File: src/rtl/riscv_pkg.sv
// ============================================================================
// Module   : riscv_pkg
// Purpose  : Shared opcodes, ALUop encodings and control-bundle bit layout.
// Revision : 1.0 - initial release
// ============================================================================
`default_nettype none

package riscv_pkg;

  localparam logic [6:0] c_op_r      = 7'b0110011;
  localparam logic [6:0] c_op_i_alu  = 7'b0010011;
  localparam logic [6:0] c_op_load   = 7'b0000011;
  localparam logic [6:0] c_op_store  = 7'b0100011;
  localparam logic [6:0] c_op_branch = 7'b1100011;
  localparam logic [31:0] c_nop      = 32'h0000_0013;

  localparam logic [1:0] c_aluop_add    = 2'b00;
  localparam logic [1:0] c_aluop_branch = 2'b01;
  localparam logic [1:0] c_aluop_funct  = 2'b10;

  // Single ordering of the control bundle shared with the decode control unit.
  localparam int c_ctrl_w          = 8;
  localparam int c_bit_branch      = 0;
  localparam int c_bit_memread     = 1;
  localparam int c_bit_memtoreg    = 2;
  localparam int c_bit_memwrite    = 3;
  localparam int c_bit_regwrite    = 4;
  localparam int c_bit_alusrc      = 5;
  localparam int c_bit_aluop_lo    = 6;
  localparam int c_bit_aluop_hi    = 7;

  function automatic logic [c_ctrl_w-1:0] pack_ctrl(
    input logic       branch,
    input logic       memread,
    input logic       memtoreg,
    input logic       memwrite,
    input logic       regwrite,
    input logic       alusrc,
    input logic [1:0] aluop
  );
    logic [c_ctrl_w-1:0] v;
    v                                 = '0;
    v[c_bit_branch]                   = branch;
    v[c_bit_memread]                  = memread;
    v[c_bit_memtoreg]                 = memtoreg;
    v[c_bit_memwrite]                 = memwrite;
    v[c_bit_regwrite]                 = regwrite;
    v[c_bit_alusrc]                   = alusrc;
    v[c_bit_aluop_hi:c_bit_aluop_lo]  = aluop;
    return v;
  endfunction

endpackage

`default_nettype wire

File: src/rtl/hazard_detection_unit.sv
// ============================================================================
// Module   : hazard_detection_unit
// Purpose  : Combinational load-use detector; a taken branch suppresses stall.
// Revision : 1.0 - initial release
// ============================================================================
`default_nettype none

module hazard_detection_unit
  import riscv_pkg::*;
(
  input  logic       ex_valid,
  input  logic       ex_memread,
  input  logic [4:0] ex_rd,
  input  logic       id_valid,
  input  logic [4:0] id_rs1,
  input  logic [4:0] id_rs2,
  input  logic       flush,
  output logic       stall,
  output logic       control_sel,
  output logic       pc_write,
  output logic       if_id_write
);

  logic w_rd_match;

  // Both sources are compared regardless of format; x0 never creates a hazard.
  assign w_rd_match  = (ex_rd == id_rs1) | (ex_rd == id_rs2);
  assign stall       = ex_valid & ex_memread & (ex_rd != 5'd0) & id_valid
                       & w_rd_match & ~flush;
  assign control_sel = stall;
  assign pc_write    = ~stall;
  assign if_id_write = ~stall;

endmodule

`default_nettype wire

File: src/rtl/id_ex_stage.sv
// ============================================================================
// Module   : id_ex_stage
// Purpose  : ID/EX pipeline register with load-use stall, flush and counters.
// Revision : 1.0 - initial release
// ============================================================================
`default_nettype none

module id_ex_stage
  import riscv_pkg::*;
#(
  parameter int XLEN  = 32,
  parameter int CNT_W = 16
) (
  input  logic             clk,
  input  logic             rst_n,
  input  logic             id_valid,
  input  logic [XLEN-1:0]  id_pc,
  input  logic [XLEN-1:0]  id_rs1_data,
  input  logic [XLEN-1:0]  id_rs2_data,
  input  logic [XLEN-1:0]  id_imm,
  input  logic [4:0]       id_rs1,
  input  logic [4:0]       id_rs2,
  input  logic [4:0]       id_rd,
  input  logic [2:0]       id_funct3,
  input  logic             id_funct7_b5,
  input  logic             id_branch,
  input  logic             id_memread,
  input  logic             id_memtoreg,
  input  logic             id_memwrite,
  input  logic             id_regwrite,
  input  logic             id_alusrc,
  input  logic [1:0]       id_aluop,
  input  logic             flush,
  output logic             control_sel,
  output logic             pc_write,
  output logic             if_id_write,
  output logic             ex_valid,
  output logic [XLEN-1:0]  ex_pc,
  output logic [XLEN-1:0]  ex_rs1_data,
  output logic [XLEN-1:0]  ex_rs2_data,
  output logic [XLEN-1:0]  ex_imm,
  output logic [4:0]       ex_rs1,
  output logic [4:0]       ex_rs2,
  output logic [4:0]       ex_rd,
  output logic [2:0]       ex_funct3,
  output logic             ex_funct7_b5,
  output logic             ex_branch,
  output logic             ex_memread,
  output logic             ex_memtoreg,
  output logic             ex_memwrite,
  output logic             ex_regwrite,
  output logic             ex_alusrc,
  output logic [1:0]       ex_aluop,
  output logic [CNT_W-1:0] stall_cnt,
  output logic [CNT_W-1:0] flush_cnt
);

  logic [c_ctrl_w-1:0] w_id_ctrl;
  logic [c_ctrl_w-1:0] r_ex_ctrl;
  logic                w_stall;
  logic                w_bubble;
  logic [CNT_W-1:0]    r_stall_cnt;
  logic [CNT_W-1:0]    r_flush_cnt;

  hazard_detection_unit u_hazard (
    .ex_valid    (ex_valid),
    .ex_memread  (ex_memread),
    .ex_rd       (ex_rd),
    .id_valid    (id_valid),
    .id_rs1      (id_rs1),
    .id_rs2      (id_rs2),
    .flush       (flush),
    .stall       (w_stall),
    .control_sel (control_sel),
    .pc_write    (pc_write),
    .if_id_write (if_id_write)
  );

  assign w_id_ctrl = pack_ctrl(id_branch, id_memread, id_memtoreg, id_memwrite,
                               id_regwrite, id_alusrc, id_aluop);
  assign w_bubble  = flush | w_stall;

  // A bubble zeroes data and indices as well, so EX never sees stale operands.
  always_ff @(posedge clk or negedge rst_n) begin
    if (!rst_n) begin
      ex_valid     <= 1'b0;
      ex_pc        <= '0;
      ex_rs1_data  <= '0;
      ex_rs2_data  <= '0;
      ex_imm       <= '0;
      ex_rs1       <= '0;
      ex_rs2       <= '0;
      ex_rd        <= '0;
      ex_funct3    <= '0;
      ex_funct7_b5 <= 1'b0;
      r_ex_ctrl    <= '0;
    end else if (w_bubble) begin
      ex_valid     <= 1'b0;
      ex_pc        <= '0;
      ex_rs1_data  <= '0;
      ex_rs2_data  <= '0;
      ex_imm       <= '0;
      ex_rs1       <= '0;
      ex_rs2       <= '0;
      ex_rd        <= '0;
      ex_funct3    <= '0;
      ex_funct7_b5 <= 1'b0;
      r_ex_ctrl    <= '0;
    end else begin
      ex_valid     <= id_valid;
      ex_pc        <= id_pc;
      ex_rs1_data  <= id_rs1_data;
      ex_rs2_data  <= id_rs2_data;
      ex_imm       <= id_imm;
      ex_rs1       <= id_rs1;
      ex_rs2       <= id_rs2;
      ex_rd        <= id_rd;
      ex_funct3    <= id_funct3;
      ex_funct7_b5 <= id_funct7_b5;
      r_ex_ctrl    <= w_id_ctrl;
    end
  end

  assign ex_branch   = r_ex_ctrl[c_bit_branch];
  assign ex_memread  = r_ex_ctrl[c_bit_memread];
  assign ex_memtoreg = r_ex_ctrl[c_bit_memtoreg];
  assign ex_memwrite = r_ex_ctrl[c_bit_memwrite];
  assign ex_regwrite = r_ex_ctrl[c_bit_regwrite];
  assign ex_alusrc   = r_ex_ctrl[c_bit_alusrc];
  assign ex_aluop    = r_ex_ctrl[c_bit_aluop_hi:c_bit_aluop_lo];

  always_ff @(posedge clk or negedge rst_n) begin
    if (!rst_n) begin
      r_stall_cnt <= '0;
      r_flush_cnt <= '0;
    end else begin
      if (w_stall && (r_stall_cnt != '1)) r_stall_cnt <= r_stall_cnt + CNT_W'(1);
      if (flush   && (r_flush_cnt != '1)) r_flush_cnt <= r_flush_cnt + CNT_W'(1);
    end
  end

  assign stall_cnt = r_stall_cnt;
  assign flush_cnt = r_flush_cnt;

endmodule

`default_nettype wire

File: config.mk
export PLATFORM = sky130hd
export DESIGN_NAME = id_ex_stage
export DESIGN_NICKNAME = d
export VERILOG_FILES = /design/src/rtl/riscv_pkg.sv /design/src/rtl/hazard_detection_unit.sv /design/src/rtl/id_ex_stage.sv
export SDC_FILE = /design/constraint.sdc
export NUM_CORES = 1
export LEC_CHECK = 0
export CORE_ASPECT_RATIO = 0.9
export CORE_MARGIN = 8
export CORE_UTILIZATION = 35
export CTS_CLUSTER_DIAMETER = 120
export DETAILED_ROUTE_END_ITERATION = 8
export PLACE_DENSITY = 0.69
export SYNTH_ARGS = -nofsm -noshare
export SYNTH_HDL_FRONTEND = slang
export SYNTH_SLANG_ARGS = --single-unit
File: constraint.sdc
create_clock -name clk -period 4.7 [get_ports clk]
set_input_delay 0.47 -clock clk [delete_from_list [all_inputs] [get_ports clk]]
set_output_delay 0.47 -clock clk [all_outputs]
set_load 0.005 [all_outputs]
==> summary by stage, run 1 <==
Timing
The slew at the pin closest to its max-slew limit is 0.902 ns. The total negative slack for setup checks is 0 ns. On the final layout, the worst hold slack is 0.152 ns. The number of failing setup endpoints in the final timing report is 0. The minimum clock period after layout is 3.00 ns. The highest attainable clock frequency is 334 MHz.

The number of max-slew violations in the final report is 0. The clock skew is 0.0125 ns. Setup repair after global routing left no endpoint under its margin. The count of endpoints failing hold in the final timing report is 0. In the finished design, the share of the clock period the worst path needs comes to 63.8%. The worst-case headroom to the max-slew limit is 39.9%.

Placed design
The post-detailed-placement cell area is 10,500 sq um. The number of buffers added on ports is 349. Detailed placement ended at an HPWL of 15.7 mm. Routability-driven placement finished with a final weighted congestion of 0.815.

Global route
The via count of the first global-routing pass is 5,258. Entering global routing, the biggest net connects 119 pins. The combined global-route utilization of all metal layers is 17.0%. The number of antenna violations at the first check in global routing is 0. The residual overflow from global routing is 0. The global-route wire length before repair is 31.3 mm.

Final layout
The area growth from synthesis to layout is 62.1%. The area of the multi-input gates is 1890 sq um. The filler cell count is 1,596. The share of cells above drive strength 1 is 5.08%.

The number of antenna diodes in the final layout is 0. The post-route standard cell area excluding fillers is 11,000 sq um. Across the whole layout, storage elements account for 4700 sq um. The layout net count is 1,015.

Die
The count of boundary I/O pins is 350. The area enclosed by the die boundary is 24,100 sq um. The number of rows in the core area is 48. The die is 163 microns wide. The area of the core is 19,100 sq um. The initial core utilization is 35.5%. In this run the vertical extent of the chip is 148 microns.

Setup path
STA classifies the critical path startpoint as a flip-flop. By startpoint and endpoint, the worst setup path is classified as reg2out. The largest individual stage delay along the critical path comes from the cell dfrtp_1. The worst setup path is captured at an output pin.

The largest single stage delay on the critical path is 0.50 ns. STA puts the critical path data arrival time at 2.53 ns. In this run the worst path has a maximum fanout of 17. The data required time of the worst path is 4.23 ns. The signal on the critical path passes through xnor2_1 -> nand3_1 -> o22ai_2 -> buf_4 -> nand2_1 -> or2_2 -> clkdlybuf4s50_1.

Logic synthesis
The synthesized design spends more area on one cell type than any other, namely dfrtp_1. The Yosys step of the flow raised 0 warnings. In the synthesized netlist the dominant register cell turns out to be dfrtp_1. Summing the areas of all fa, ha and maj instances in the mapped netlist gives 0.369% of the synthesized area. The flop and latch count out of synthesis is 188. The share of the Yosys chip area taken by registers is 69.3%.

Sorting the synthesized cells by how often they occur yields 188 x dfrtp_1, 156 x and2_1, 30 x xnor2_1. Summed over its instances, the top area cell type makes up 69.3% of the synthesized netlist area. The XOR/XNOR share of the synthesized area is 4.52%. The synthesized netlist devotes 2.06% of its cell area to compound gates. The proportion of synthesized flip-flops having asynchronous set or reset is 100%.

The distinct cell type count of the synthesized netlist is 36. The share of synthesized area spent on multiplexers is 0.479%. The cell with the most instances after synthesis is dfrtp_1. By area the synthesized netlist is led by dfrtp_1 69%, and2_1 14%, xnor2_1 3.9%. Of the total synthesized cell area, the portion taken by AND, OR, NAND and NOR gates is 20.4%.

The combined area of all synthesized cells is 6790 sq um. The number of flops mapped to enable cells by yosys is 0. The synthesized area per cell is 13.5 sq um. The dominant combinational cell family by area after synthesis is simple AND/OR/NAND/NOR gates. When the netlist entered floorplanning its net count stood at 663.

The count of mapped cells out of synthesis is 502.

Clocking
TritonCTS built the clock tree. Counting along the longest clock path gives a buffer depth of 2. Counting the buffers created by CTS gives 17. The buffer count from post-CTS setup fixing is 0. The number of gates resized after CTS was 0. Counting every sink on the clock net gives 188. Clock tree synthesis selected as its root buffer the cell clkbuf_16.

The number of hold-repair buffers added at the cts stage is 0. Clock-pin slew was measured on the worst setup and hold paths at 0.07 ns. For the worst-skew pair, the clock arrives at the later sink with an insertion delay of 0.42 ns. The maximum level of the CTS H-tree is 4.

Route
The number of vias per cell after detailed routing is 4.40. After detailed routing, the number of remaining DRC violations is 0. The detailed-route wire length on metal 1 is 7.78 mm. The total wire length is 20.5 mm. The routed wire length per instance is 18.4 microns. The via count is 4,907. The top routing layer in use is met4. The first-iteration detailed-routing DRC count is 211.

The final antenna-violating net count is 0. The detailed-routed wire length on met2 is 9.56 mm. The detailed-routed wire length on met3 is 2.50 mm. Before antenna repair, the detailed router went through 4 iterations.

Flow run
Across the run, the number of max-cap violations was 0.

Run status
The flow ran to the end, and the final reports show no timing, DRC or antenna violations.

Power
Summed over all cells, the static leakage comes to 4.73 nW. The worst supply voltage drop on vdd is 208 uV. In this run the power density over the cells is 331 nW/um^2.

Hold path
The classification of the worst-slack hold path is in2async.
==> cells in the final DEF (no fill, tap or decap), drive strengths merged, types with 2 or more instances in the layout <==
cell	instances
dfrtp	188
a21oi	5
nor2	10
clkbuf	22
nand3	23
clkdlybuf4s50	348
or3	2
and2	156
o21a	2
ha	2
nor3	7
xnor2	30
and4	3
inv	9
a31oi	2
nor4b	2
and3	7
o21ai	3
xor2	5
nor4	2
mux2	2
nand4	8
buf	4
nand2	11
clkinv	4
==> worst paths after layout <==
kind | startpoint | endpoint | slack, ns | cells after the start
worst max-delay path | ex_rd[0] | if_id_write | 1.70 | 7
max in group asynchronous | rst_n | ex_imm[16] | 3.54 | 2
worst max register to register | ex_rd[1] | ex_rs1_data[4] | 2.13 | 5
min in group clk | stall_cnt[7] | stall_cnt[7] | 0.49 | 1
worst min register to register | stall_cnt[7] | stall_cnt[7] | 0.49 | 1
worst min-delay path | rst_n | ex_pc[10] | 0.15 | 1
==> stage by stage <==
stage               setup slack, ns  std cells  total power [W]  utilization (%)
floorplan                      2.66        502          0.00194                -
global placement               1.74       1085          0.00234             54.8
detailed placement             1.73       1085          0.00235             54.8
CTS                            1.63       1116          0.00371             57.6
global route                   1.55       1116          0.00382             57.6
finish                         1.70       1116          0.00365             57.6
==> worst max-delay path, delay by kind of cell (launching register included) <==
kind	cells	cell delay, ns
buffers and inverters	2	0.68
AND/OR/NAND/NOR	3	0.52
flip-flops	1	0.50
XOR/XNOR	1	0.20
AO/OA/AOI/OAI	1	0.19
==> sequential cells by signal, summed over array words and instances (netlist names) <==
register / flops
ex_imm: 32
ex_pc: 32
ex_rs1_data: 32
ex_rs2_data: 32
flush_cnt: 16
stall_cnt: 16
r_ex_ctrl: 8
ex_rd: 5
ex_rs1: 5
ex_rs2: 5
ex_funct3: 3
ex_funct7_b5: 1
ex_valid: 1
==> metal layers <==
metal	GRT usage (%)	up-vias
met1	18.8	2304
met3	8.48	37
met5	0	-
met2	27.4	252
met4	7.33	0
li1	-	2314
==> logic make-up after synthesis <==
group                    after synthesis
multiplexers                           3
adder cells (fa/ha/maj)                2
AND/OR/NAND/NOR                      233
flip-flops                           188
buffers and inverters                 24
XOR/XNOR                              35
AO/OA/AOI/OAI                         17
==> power by group <==
| part | total, W | leakage [nW] | internal, W | switching [W] |
|---|---|---|---|---|
| sequential | 0.00178 | 2.45 | 0.00171 | 0.0000630 |
| combinational | 0.000529 | 2.02 | 0.000346 | 0.000183 |
| clock | 0.00134 | 0.267 | 0.000714 | 0.000627 |
==> final cells by class <==
class	instances	share of cell area (%)
clock buffers	21	4.18
flip-flops and latches	188	42.8
multi-input cells	290	17.2
inverters	4	0.136
clock inverters	10	0.739
well taps	250	2.84
repair buffers	353	32.2
Power figures use the tool's default switching activity.
==> inputs of run 2 (changes only) <==
==> constraint.sdc (replaced) <==
create_clock -name clk -period 2.9 [get_ports clk]
set_input_delay 0.29 -clock clk [delete_from_list [all_inputs] [get_ports clk]]
set_output_delay 0.29 -clock clk [all_outputs]
set_load 0.005 [all_outputs]
==> summary by stage, run 2 (synthesis gave the netlist of run 1 again) <==
Setup path
The largest incremental delay on the critical path came to 0.58 ns (was 0.50 ns). CP Cell Sequence: or4_4 -> o21a_4 -> nand2_1 -> or2_2 -> clkdlybuf4s50_1 (was xnor2_1 -> nand3_1 -> o22ai_2 -> buf_4 -> nand2_1 -> or2_2 -> clkdlybuf4s50_1). The beginning of the worst register-to-register path was ex_rd[1] (unchanged). The category of the worst setup path launch point is a flip-flop (unchanged).

The worst reg2reg path depth is 5 (unchanged). The top fanout value on the critical path came to 8 (was 17). The data required time of the worst path is 2.61 ns (was 4.23 ns). The capture point of the critical path is if_id_write (unchanged).

The worst reg2reg path endpoint is ex_rs1_data[7] (was ex_rs1_data[4]). The worst-path cell with the longest stage delay is or4_4 (was dfrtp_1). The register-to-register setup slack was 0.52 ns (was 2.13 ns). The data arrival at the endpoint of the critical path is 2.42 ns (was 2.53 ns).

The startpoint-to-endpoint class of the critical path is reg2out (unchanged). The endpoint kind of the worst setup timing path is an output pin (unchanged). The worst setup path startpoint is ex_rd[1] (was ex_rd[0]).

Hold path
The worst hold path was traced through 2 stages. The classification of the worst-slack hold path is in2reg (was in2async).

Final layout
The share of cells above drive strength 1 was 5.73% (was 5.08%). The area of the multi-input gates is 1900 sq um (was 1890 sq um). The most frequent standard cell in the layout excluding fill and tap cells is clkdlybuf4s50_1 (unchanged). The layout net count is 1,020 (was 1,015). The filler cell count came to 1,595 (was 1,596).

The total inserted antenna cells came to 0 (unchanged). Commonest non-fill, non-tap cells in the layout: 348 x clkdlybuf4s50_1, 188 x dfrtp_1, 156 x and2_1 (unchanged). The count of non-filler cells in the finished layout is 1,122 (was 1,116). The area used by sequential logic in the layout is 4700 sq um (unchanged). The post-synthesis to final-layout area growth was 64.4% (was 62.1%). The final cell utilization of the core came to 58.4% (was 57.6%).

Die
The floorplan die height is 148 microns (unchanged). The count of boundary I/O pins is 350 (unchanged). The horizontal die dimension was 163 microns (unchanged). The area enclosed by the die boundary is 24,100 sq um (unchanged). The area of the core is 19,100 sq um (unchanged). The initial core utilization is 35.5% (unchanged). The number of rows in the core area is 48 (unchanged).

Power
The part of the power in combinational logic is 14.2% (was 14.5%). The internal power of the cells is 0.00468 W (was 0.00277 W). The worst supply voltage drop on vdd was 420 uV (was 208 uV). The reported net switching power came to 0.00148 W (was 0.000874 W). The power density over the cells is 552 nW/um^2 (was 331 nW/um^2). The static leakage power was 4.80 nW (was 4.73 nW).

The net switching share of the total power is 24.0% (about the same). The fraction of power consumed by the clock network is 39.1% (was 36.8%). The power share of the sequential group is 46.7% (was 48.7%).

Global route
The largest net degree at the start of global routing is 82 (was 119). The residual overflow from global routing is 0 (unchanged). The via count of the first global-routing pass is 5,147 (was 5,258).

The number of antenna violations at the first check in global routing came to 0 (unchanged). The global-route wire length before repair came to 31.0 mm (was 31.3 mm). The combined global-route utilization of all metal layers is 17.0% (about the same).

Clocking
The clock tree from TritonCTS is done (unchanged). The number of buffers added by the clock tree synthesis step came to 17 (unchanged). The insertion delay to the later sink of the worst-skew pair is 0.42 ns (about the same).

The number of buffers on the longest clock path is 2 (unchanged). The clock transition at the registers of the reported paths came to 0.08 ns (was 0.07 ns). The root buffer cell was clkbuf_16 (unchanged). The buffer count from post-CTS setup fixing was 0 (unchanged).

The number of sinks on the clock net is 188 (unchanged). The maximum level of the CTS H-tree is 4 (unchanged).

Timing
Derived from the worst setup path, the maximum achievable clock frequency is 369 MHz. The share of the cycle needed by the critical path after routing is 93.5%. The minimum clock period after layout is 2.71 ns. The number of max-slew violations in the final report was 0 (unchanged). The clock skew came to 0.0129 ns (was 0.0125 ns).

The count of endpoints failing hold in the final timing report is 0 (unchanged). The slew at the pin closest to its max-slew limit is 0.630 ns (was 0.902 ns). RSZ-0062 raised after global routing: false (unchanged). The worst-case headroom to the max-slew limit is 57.7% (was 39.9%). The number of failing setup endpoints in the final timing report is 0 (unchanged). The total negative slack for setup checks is 0 ns (unchanged).

The final-layout worst hold slack is 0.412 ns (was 0.152 ns). The final worst slack was 0.189 ns (was 1.70 ns).

Placed design
The worst setup timing slack at the placement stage came to 0.400 ns (was 1.73 ns). The placed wire-length estimate after detailed placement is 16.0 mm (was 15.7 mm). The number of placed instances with taps included is 1,089 (was 1,085). The global placer's final weighted congestion is 0.808 (was 0.815).

The number of buffers added on ports is 349 (unchanged).

Route
The final antenna-violating net count is 0 (unchanged). The top routing layer in use is met4 (unchanged). The detailed-route DRC error count came to 0 (unchanged). The detailed-routed wire length on met3 is 2.41 mm (was 2.50 mm). The detailed-route wire length on metal 1 is 7.72 mm (was 7.78 mm).

The routed wire length per instance is 18.3 microns (was 18.4 microns). The via count is 4,887 (was 4,907). The detailed-routed wire length on met2 was 10.1 mm (was 9.56 mm). The first-iteration detailed-routing DRC count is 219 (was 211).

The total wire length is 20.6 mm (was 20.5 mm). The number of vias per cell after detailed routing is 4.36 (was 4.40). The length of the first detailed-routing pass in iterations is 4 (unchanged).

Flow run
The number of max-capacitance violations reported came to 0 (unchanged).

Run status
Status: complete, no violations (unchanged).
==> run 2: cell count changes in the layout (fill, tap and decap cells not counted) <==
cell / previous run / this run
buf_4: 3 / 4
o22ai_2: 1 / 0
clkinv_2: 2 / 0
inv_6: 4 / 2
clkinv_4: 2 / 3
clkbuf_8: 3 / 2
bufinv_16: 0 / 2
clkbuf_1: 2 / 1
dlygate4sd3_1: 0 / 1
inv_8: 1 / 4
o22ai_4: 0 / 1
clkinv_8: 0 / 1
buf_12: 1 / 4
==> run 2: through the flow <==
step | instance area (sq um) | power (W)
final | 11200 | 0.00616
after global routing | 11200 | 0.00645
after CTS | 11200 | 0.00625
after detailed placement | 10500 | 0.00382
after global placement | 10500 | 0.00380
after floorplan | 6790 | 0.00314
==> run 2: layout make-up <==
type                            count  area share [%]
Clock inverter                     13            1.55
Multi-Input combinational cell    290            17.0
Clock buffer                       19            3.97
Tap cell                          250            2.80
Timing Repair Buffer              358            32.4
Sequential cell                   188            42.1
Inverter                            4           0.135
==> run 2: critical path: cells and delay by family (launching register included) <==
family          cells  cell delay, ns
compound gates      1            0.25
buf+inv             1            0.50
simple gates        3            0.78
flops               1            0.47
==> run 2: layer usage <==
metal  track usage, %  vias to the layer above
li1                 -                     2326
met1             18.4                     2304
met2             29.0                      238
met3             8.32                       19
met4             5.18                        0
met5                0                        -
==> run 2: how the worst min path moves through the flow <==
stage                    from        endpoint  slack [ns]
6_report       id_rs1_data[6]  ex_rs1_data[6]        0.41
5_1_grt        id_rs1_data[9]  ex_rs1_data[9]        0.39
4_1_cts        id_rs1_data[6]  ex_rs1_data[6]        0.39
3_5_place_dp            rst_n       ex_pc[10]        0.37
3_3_place_gp            rst_n       ex_pc[10]        0.37
2_1_floorplan           rst_n    ex_funct3[0]      -0.006
==> run 2: repair_timing <==
action | CTS | global route
resized for setup | 0 | 1
endpoints found under the setup margin | 0 | 1
hold buffers | 1 | 0
hold endpoints to repair | 72 | 0
==> run 2: power groups by stage <==
stage	Combinational (W)	Sequential, W	Clock, W
3_5_place_dp	0.000892	0.00293	0
6_report	0.000876	0.00288	0.00241
4_1_cts	0.000898	0.00288	0.00248
3_3_place_gp	0.000878	0.00292	0
5_1_grt	0.000956	0.00289	0.00260
2_1_floorplan	0.000212	0.00293	0
